===== config.mk =====
export PLATFORM = sky130hd
export DESIGN_NAME = reg_readback_sel_flat
export DESIGN_NICKNAME = d
export VERILOG_FILES = /design/src/rtl/reg_readback_sel_if.sv /design/src/rtl/reg_readback_sel.sv /design/src/flat_wrapper.sv
export SDC_FILE = /design/constraint.sdc
export NUM_CORES = 1
export LEC_CHECK = 0
export CAP_MARGIN = 40
export CORE_MARGIN = 10
export CORE_UTILIZATION = 40
export DETAILED_ROUTE_END_ITERATION = 8
export PLACE_DENSITY = 0.84
export SYNTH_ARGS = -nofsm -noshare
export SYNTH_HDL_FRONTEND = slang
export SYNTH_SLANG_ARGS = --single-unit

===== constraint.sdc =====
create_clock -name clk -period 8.12 [get_ports clk]
set_clock_uncertainty 0.15 [all_clocks]
set_input_delay 2.436 -clock clk [delete_from_list [all_inputs] [get_ports clk]]
set_output_delay 2.436 -clock clk [all_outputs]
set_load 0.1 [all_outputs]

===== src/rtl/reg_readback_sel_if.sv =====
// Read request/response bundle between the SPI address/strobe logic and
// the read-back selector.
interface reg_readback_sel_if #(
  parameter int ADDR_W = 8
) ();
  logic              rd_req;
  logic [ADDR_W-1:0] addr;
  logic [7:0]        rd_data;
  logic              rd_valid;
  logic              rd_err;

  modport master (
    output rd_req, addr,
    input  rd_data, rd_valid, rd_err
  );

  modport slave (
    input  rd_req, addr,
    output rd_data, rd_valid, rd_err
  );
endinterface


===== src/rtl/reg_readback_sel.sv =====
// Registered byte read-back selector: version, err_cnt, MOSI echo, counters.
// Define SEL_SNAPSHOT_EN for coherent multi-byte counter reads via shadows.
module reg_readback_sel #(
  parameter int          ADDR_W   = 8,
  parameter int          N_CH     = 4,
  parameter int          CH_BYTES = 4,
  parameter int          BASE_CNT = 'h26,
  parameter logic [7:0]  VERSION  = 8'h01
) (
  input  logic                        clk,
  input  logic                        rst_n,
  reg_readback_sel_if.slave           bus,
  input  logic [7:0]                  mosi,
  input  logic [N_CH*CH_BYTES*8-1:0]  cnt
);

  localparam int CH_W    = CH_BYTES * 8;
  localparam int CNT_END = BASE_CNT + N_CH * CH_BYTES;

  // Reject maps where counters collide with the fixed registers or run off
  // the end of the address space.
  if (BASE_CNT < 3 || CNT_END > (2 ** ADDR_W) || CH_BYTES < 1 || CH_BYTES > 8
      || N_CH < 1) begin : g_bad_map
    $error("reg_readback_sel: invalid counter address map");
  end

  logic [7:0] err_cnt;
  logic [7:0] rd_data_q;
  logic       rd_valid_q;
  logic       rd_err_q;

  logic       mapped;
  logic       is_err_addr;
  logic [7:0] sel_data;

`ifdef SEL_SNAPSHOT_EN
  logic [CH_W-1:0] shadow [N_CH];
  logic [N_CH-1:0] load_ch;
`endif

  // NOTE: every comb output gets a default first so no path leaves a latch;
  // blocking '=' is correct here because this block models wires, not state.
  always_comb begin
    mapped      = 1'b0;
    is_err_addr = 1'b0;
    sel_data    = 8'h00;
`ifdef SEL_SNAPSHOT_EN
    load_ch     = '0;
`endif
    if (bus.addr == ADDR_W'(0)) begin
      mapped   = 1'b1;
      sel_data = VERSION;
    end else if (bus.addr == ADDR_W'(1)) begin
      mapped      = 1'b1;
      is_err_addr = 1'b1;
      sel_data    = err_cnt;
    end else if (bus.addr == ADDR_W'(2)) begin
      mapped   = 1'b1;
      sel_data = mosi;
    end else begin
      for (int k = 0; k < N_CH; k++) begin
        for (int b = 0; b < CH_BYTES; b++) begin
          if (32'(bus.addr) == 32'(BASE_CNT + k * CH_BYTES + b)) begin
            mapped = 1'b1;
`ifdef SEL_SNAPSHOT_EN
            // Byte 0 is always live and arms the snapshot for bytes 1..N.
            if (b == 0) begin
              sel_data   = cnt[k*CH_W +: 8];
              load_ch[k] = 1'b1;
            end else begin
              sel_data = shadow[k][b*8 +: 8];
            end
`else
            sel_data = cnt[(k*CH_BYTES + b)*8 +: 8];
`endif
          end
        end
      end
    end
  end

  // NOTE: state uses non-blocking '<=' so every register samples pre-edge
  // values, independent of statement order.
  always_ff @(posedge clk) begin
    if (!rst_n) begin
      rd_data_q  <= 8'h00;
      rd_valid_q <= 1'b0;
      rd_err_q   <= 1'b0;
      err_cnt    <= 8'h00;
    end else begin
      rd_valid_q <= bus.rd_req;
      rd_err_q   <= bus.rd_req && !mapped;
      if (bus.rd_req) begin
        rd_data_q <= sel_data;
        if (is_err_addr) begin
          err_cnt <= 8'h00;
        end else if (!mapped && err_cnt != 8'hFF) begin
          err_cnt <= err_cnt + 8'h01;
        end
      end
    end
  end

`ifdef SEL_SNAPSHOT_EN
  // NOTE: the shadow array is reset explicitly because a byte>0 read before
  // any byte-0 read must return a defined 0, not power-up garbage.
  always_ff @(posedge clk) begin
    for (int k = 0; k < N_CH; k++) begin
      if (!rst_n) begin
        shadow[k] <= '0;
      end else if (bus.rd_req && load_ch[k]) begin
        shadow[k] <= cnt[k*CH_W +: CH_W];
      end
    end
  end
`endif

  assign bus.rd_data  = rd_data_q;
  assign bus.rd_valid = rd_valid_q;
  assign bus.rd_err   = rd_err_q;

endmodule


===== src/flat_wrapper.sv =====
// flat-port wrapper written by rule: the top's interface ports become plain ports
module reg_readback_sel_flat 
#(
  parameter int          ADDR_W   = 8,
  parameter int          N_CH     = 4,
  parameter int          CH_BYTES = 4,
  parameter int          BASE_CNT = 'h26,
  parameter logic [7:0]  VERSION  = 8'h01
)
  (clk, rst_n, mosi, cnt, bus_rd_req, bus_addr, bus_rd_data, bus_rd_valid, bus_rd_err);
  reg_readback_sel_if #(.ADDR_W(ADDR_W)) bus_i ();
  input  logic clk;
  input  logic rst_n;
  input  logic [7:0] mosi;
  input  logic [N_CH*CH_BYTES*8-1:0] cnt;
  input wire logic [$bits(bus_i.rd_req)-1:0] bus_rd_req;
  input wire logic [$bits(bus_i.addr)-1:0] bus_addr;
  output wire logic [$bits(bus_i.rd_data)-1:0] bus_rd_data;
  output wire logic [$bits(bus_i.rd_valid)-1:0] bus_rd_valid;
  output wire logic [$bits(bus_i.rd_err)-1:0] bus_rd_err;
  assign bus_i.rd_req = bus_rd_req;
  assign bus_i.addr = bus_addr;
  assign bus_rd_data = bus_i.rd_data;
  assign bus_rd_valid = bus_i.rd_valid;
  assign bus_rd_err = bus_i.rd_err;
  reg_readback_sel #(.ADDR_W(ADDR_W), .N_CH(N_CH), .CH_BYTES(CH_BYTES), .BASE_CNT(BASE_CNT), .VERSION(VERSION)) u_core (.clk(clk), .rst_n(rst_n), .bus(bus_i), .mosi(mosi), .cnt(cnt));
endmodule

### Yosys cells after proc, flatten, opt, wreduce, memory -nomap -nowiden

Cells that the tools add are included.

| word-level totals | value |
|---|---|
| memory bits (read-only) | 0 |
| input port bits | 147 |
| register bits after elaboration | 18 |
| bits in latches | 0 |
| memories | 0 |
| logic and storage cells | 72 |
| output and inout port bits | 10 |
| RAM bits | 0 |

| cells by class | value |
|---|---|
| muxes and demuxes | 42 |
| add/subtract/negate cells | 1 |
| divide/modulo/power cells | 0 |
| shifts and indexed selects | 0 |
| multiply operators | 0 |
| equal/unequal tests | 19 |
| reduce and logical (&&, ||, !) cells | 6 |
| order comparisons | 0 |
| bitwise logic cells | 0 |

Operator list:

| operator | count |
|---|---|
| $mux W8 | 21 |
| $eq A8 B6 Y1 const B | 16 |
| $mux W1 | 21 |
| $add A8 B1 Y8 const B | 1 |
| $eq A8 B1 Y1 const B | 1 |
| $eq A8 B2 Y1 const B | 1 |
| $logic_not A8 Y1 | 1 |
| $ne A8 B8 Y1 const B | 1 |
| $logic_and A1 B1 Y1 | 2 |
| $reduce_and A2 Y1 | 1 |
| $reduce_bool A2 Y1 | 1 |
| $logic_not A1 Y1 | 1 |

### Depth between registers and ports, before layout

| depth | value |
|---|---|
| depth after elaboration | 24 |
| gate-level depth with buffers | 9 |
| mapped depth without buffers | 7 |

### Worst setup path before layout

OpenSTA, ideal clock, no wires.

| timing | value |
|---|---|
| path type | input to register |
| from | input bus_addr[2] |
| to | register u_core.err_cnt[5] |
| buffers on the path | 3 |
| stages on the path | 9 |
| library setup time | 71 ps |
| slack | 3825 ps |
| arrival time | 4073 ps |
| data required time | 7899 ps |
| cells stage by stage | buf_2 > nor4_2 > and3_4 > buf_6 > nor4_4 > a21oi_2 > buf_6 > or4_1 > a21oi_1 |

| on the way | value |
|---|---|
| cells in the longest elaborated chain, start to end | 24 |
| elaborated cells on any way between the ends | 45 |
| classes of those cells | eq/ne: 18; mux: 22; reduce/logical: 5 |

Ends and longest elaborated chain:

| element | RTL line | RTL |
|---|---|---|
| from (decl) | flat_wrapper.sv:17 | `input wire logic [$bits(bus_i.addr)-1:0] bus_addr;` |
| $eq A8 B6 Y1 | reg_readback_sel.sv:63 | `if (32'(bus.addr) == 32'(BASE_CNT + k * CH_BYTES + b)) begin` |
| $mux W1 (16 in series) | reg_readback_sel.sv:63 |  |
| $mux W1 | reg_readback_sel.sv:57 | `end else if (bus.addr == ADDR_W'(2)) begin` |
| $mux W1 | reg_readback_sel.sv:53 | `end else if (bus.addr == ADDR_W'(1)) begin` |
| $mux W1 | reg_readback_sel.sv:50 | `if (bus.addr == ADDR_W'(0)) begin` |
| $logic_not A1 Y1 | reg_readback_sel.sv:97 | `end else if (!mapped && err_cnt != 8'hFF) begin` |
| $logic_and A1 B1 Y1 | reg_readback_sel.sv:97 |  |
| $reduce_bool A2 Y1 (no source line) | n/a |  |
| $reduce_and A2 Y1 (no source line) | n/a |  |
| to (signal assigned) | reg_readback_sel.sv:98 | `err_cnt <= err_cnt + 8'h01;` |
| to (decl) | reg_readback_sel.sv:27 | `logic [7:0] err_cnt;` |

Parallel ways exist; a longest one is shown, timed or not.
A chain may end at the register's enable or synchronous reset.

### Worst setup path after layout

| timing | value |
|---|---|
| from | input bus_addr[2] |
| to | register u_core.err_cnt[3] |

The elaborated chain is that of the path after synthesis.

==> results.rst <==
.. list-table::
   :header-rows: 1

   * - Metric
     - Value
   * - Required time of the critical path
     - 8.12 ns
   * - Type of the most critical hold path
     - flop to flop
   * - Remaining antenna violation count after routing
     - 0
   * - Area share of the largest cell type after synthesis
     - 13.32%
   * - Portion of the post-synthesis area used by sequential elements
     - 13.32%
   * - Clock buffers created by TritonCTS
     - 3
   * - DRC viols
     - 0
   * - Mapped Nets
     - 540
   * - Setup TNS
     - 0 ns
   * - R2r worst-path depth
     - 7
   * - Routed WL per cell
     - 22.07 µm
   * - Post-synth top cells
     - 40 x sky130_fd_sc_hd__a21oi_1, 33 x sky130_fd_sc_hd__o21ai_0, 31 x sky130_fd_sc_hd__nand2_1, 31 x sky130_fd_sc_hd__nor2_1
   * - Boundary Pins
     - 157
   * - Max-cap violations
     - 0
   * - Maximum number of buffers from clock root to sink
     - 2
   * - Worst setup path class
     - primary input to flop
   * - Setup repair bufs after CTS
     - 0
   * - Total power density per cell area
     - 74.68 nW/µm²
   * - Largest family of logic cells by synthesized area
     - compound AO/OA/AOI/OAI gates
   * - Startpoint of the most critical hold path
     - u_core.err_cnt[7]
   * - Dominant synthesized flop cell
     - sky130_fd_sc_hd__dfxtp_1
   * - Leakage Power
     - 1.510 nW
   * - Count of endpoints failing setup in the final report
     - 0
   * - Nature of the critical path startpoint
     - primary input
   * - Share of synthesized area spent on multiplexers
     - 7.262%
   * - Layout net count
     - 681
   * - Final std cells w/o fill
     - 610
   * - Clock Sinks
     - 18
   * - Starting density of the core
     - 41.88%
   * - Std-Cell Rows
     - 29
   * - Area of the die
     - 10450 µm²
   * - Total of cells resized after clock tree synthesis
     - 0
   * - # hold bufs at CTS
     - 0
   * - EDFF count, synth
     - 0
   * - CTS tree
     - built
   * - Level count of the clock H-tree
     - 1
   * - Weighted congestion reported at the end of routability-driven placement
     - 0.9491
   * - Cell count after placement
     - 605
   * - Number of cells on the worst hold path
     - 2
   * - Clock tree root driver cell
     - sky130_fd_sc_hd__clkbuf_8
   * - Outcome
     - complete, no violations
   * - Most repeated cell in the gate-level netlist after synthesis
     - sky130_fd_sc_hd__a21oi_1
   * - Synth-to-Final Area Change
     - 66.00%
   * - Compound-cell area share of the yosys netlist
     - 43.11%
   * - Cell Area, Synth
     - 2705 µm²
   * - Cells after synthesis
     - 392
   * - Arrival time of the worst setup path
     - 5.23 ns
   * - Placeable core region
     - 6459 µm²
   * - Max-slew headroom
     - 42.60%
   * - Final Slew Violations
     - 0
   * - Slew at the pin with the worst max-slew slack
     - 0.8592 ns
   * - Overflow left after global routing
     - 0
   * - Place WS
     - 2.705 ns
   * - First drt pass iteration count
     - 5
   * - Cell type contributing the most total cell area after synthesis
     - sky130_fd_sc_hd__dfxtp_1
   * - Number of antenna violations at the first check in global routing
     - 1
   * - Width of the chip
     - 102.2 µm
   * - Mean Syn Cell Area
     - 6.901 µm²
   * - Post-synth ARST share
     - 0%
   * - Worst-path clk slew
     - 0.07 ns
   * - Count of endpoints failing hold in the final timing report
     - 0
   * - Post-detailed-placement half-perimeter wirelength
     - 10.79 mm
   * - Post-synthesis adder-cell area fraction
     - 0.4625%
   * - Routed vias
     - 3930
   * - Distinct cell type count after synthesis
     - 67
   * - Share of the cycle needed by the critical path after routing
     - 64.37%
   * - Fraction of the core area covered by cells at the end of the flow
     - 69.53%
   * - Power Total
     - 335.4 µW
   * - Global-route wire length before repair
     - 21.10 mm
   * - Worst vdd ir
     - 78.99 µV
   * - Ys Warns
     - 0
   * - Die height
     - 102.2 µm
   * - Shortest period the worst path allows
     - 5.226 ns
   * - Layout cells sized above 1
     - 7.707%
   * - Reg2Reg Launch Point
     - u_core.err_cnt[0]
   * - Basic-gate share of the synthesized area counting and, or, nand and nor cells
     - 29.14%
   * - Maximum achievable frequency
     - 0.1913 GHz
   * - Total length of routed wires
     - 13.46 mm
   * - Global router's overall resource usage
     - 25.02%
   * - Clock latency on the worst-skew pair
     - 0.26 ns
   * - Top post-synthesis cells by area
     - sky130_fd_sc_hd__dfxtp_1 13%, sky130_fd_sc_hd__a21oi_1 7.4%, sky130_fd_sc_hd__o21ai_0 6.1%
   * - Iteration-0 DRC Markers
     - 422
   * - Worst r2r dst
     - u_core.err_cnt[6]
   * - Hold-critical path endpoint
     - u_core.err_cnt[7]
   * - Routed via count divided by cell count
     - 6.443
   * - Number of global-route vias before repair
     - 3796
   * - Post-Synth XOR/XNOR Area
     - 0%
   * - Final setup slack of the worst path
     - 2.894 ns
   * - Maximum net fanout on the critical path
     - 18
   * - Setup repair after global routing missed its margin
     - no
   * - Endpoint type of the worst setup path
     - flop
   * - Largest net degree at the start of global routing
     - 57
   * - Synth Register Bits
     - 18
   * - Count of fill cells added during filler insertion
     - 544
   * - Setup slack of the worst register-to-register path
     - 5.99 ns
   * - PortBufs
     - 156
[report_power, final]
group | internal [mW] | switching (mW)
Sequential | 0.0905 | 0.00164
Combinational | 0.0949 | 0.0752
Clock | 0.0431 | 0.0300
[cells in the final DEF, fill, tap and decap left out, types with 7 or more instances in the layout]
cell / count
sky130_fd_sc_hd__a21oi_1: 40
sky130_fd_sc_hd__a31oi_1: 7
sky130_fd_sc_hd__o211ai_1: 10
sky130_fd_sc_hd__nand3_1: 15
sky130_fd_sc_hd__o31ai_1: 7
sky130_fd_sc_hd__a32oi_1: 8
sky130_fd_sc_hd__nor2_1: 31
sky130_fd_sc_hd__inv_1: 7
sky130_fd_sc_hd__o221ai_1: 7
sky130_fd_sc_hd__o22ai_1: 10
sky130_fd_sc_hd__nand2_1: 31
sky130_fd_sc_hd__o21ai_0: 33
sky130_fd_sc_hd__mux2i_1: 14
sky130_fd_sc_hd__clkdlybuf4s50_1: 154
sky130_fd_sc_hd__dfxtp_1: 18
sky130_fd_sc_hd__a211oi_1: 9
sky130_fd_sc_hd__nor2b_1: 13
sky130_fd_sc_hd__nor3_1: 12
[flip-flops by register name, indices dropped and copies added (netlist names)]
name / cells
u_core.bus.rd_data: 8
u_core.bus.rd_err: 1
u_core.err_cnt: 8
u_core.bus.rd_valid: 1
[how the worst max path moves through the flow]
stage                startpoint                end  slack [ns]  depth (start not counted)
finish              bus_addr[2]  u_core.err_cnt[3]        2.89                          7
global route        bus_addr[2]  u_core.err_cnt[3]        2.71                          7
CTS                 bus_addr[2]  u_core.err_cnt[3]        2.98                          7
detailed placement  bus_addr[2]  u_core.err_cnt[3]        2.71                          7
global placement    bus_addr[2]  u_core.err_cnt[3]        2.84                          7
floorplan           bus_addr[2]  u_core.err_cnt[5]        3.83                          9
[per-layer routing]
metal	GRT usage [%]	vias to the layer above	share of wire (%)
met1	31.06	1814	39
met3	4.588	38	9.7
met2	44.10	251	49
met4	4.772	0	2.4
li1	-	1827	-
met5	0	-	0
[final cells by class]
class                   count  area [µm²]  area share, %
well taps                  77       96.34          2.145
inverters                   7       26.28         0.5851
flip-flops and latches     18       360.3          8.025
repair buffers            169        1787          39.79
clock buffers               4       55.05          1.226
diodes                      1       2.502        0.05573
multi-input cells         334        2163          48.17
[kinds of logic (layout without fill, tap and decap cells)]
kind of cell / Yosys count / in the layout
buf+inv: 40 / 180
compound gates: 173 / 173
fa+ha+maj: 1 / 1
simple gates: 141 / 141
other cells: 0 / 1
flops: 18 / 18
mux: 19 / 19
[critical path, cell delays in order]
cell                              delay (ns)
sky130_fd_sc_hd__clkdlybuf4s50_1        0.86
sky130_fd_sc_hd__inv_1                  0.19
sky130_fd_sc_hd__nor3_2                 0.67
sky130_fd_sc_hd__o21ai_1                0.30
sky130_fd_sc_hd__a21oi_2                0.47
sky130_fd_sc_hd__nor3_1                 0.09
sky130_fd_sc_hd__o21ba_2                0.21
[through the flow]
stage	hold WS (ns)	cell area, µm²
after floorplan	0.3122	2705
after global placement	0.3301	4220
after detailed placement	0.3421	4433
after CTS	0.3513	4488
after global routing	0.3898	4491
final	0.3592	4491
Power figures use the tool's default switching activity.
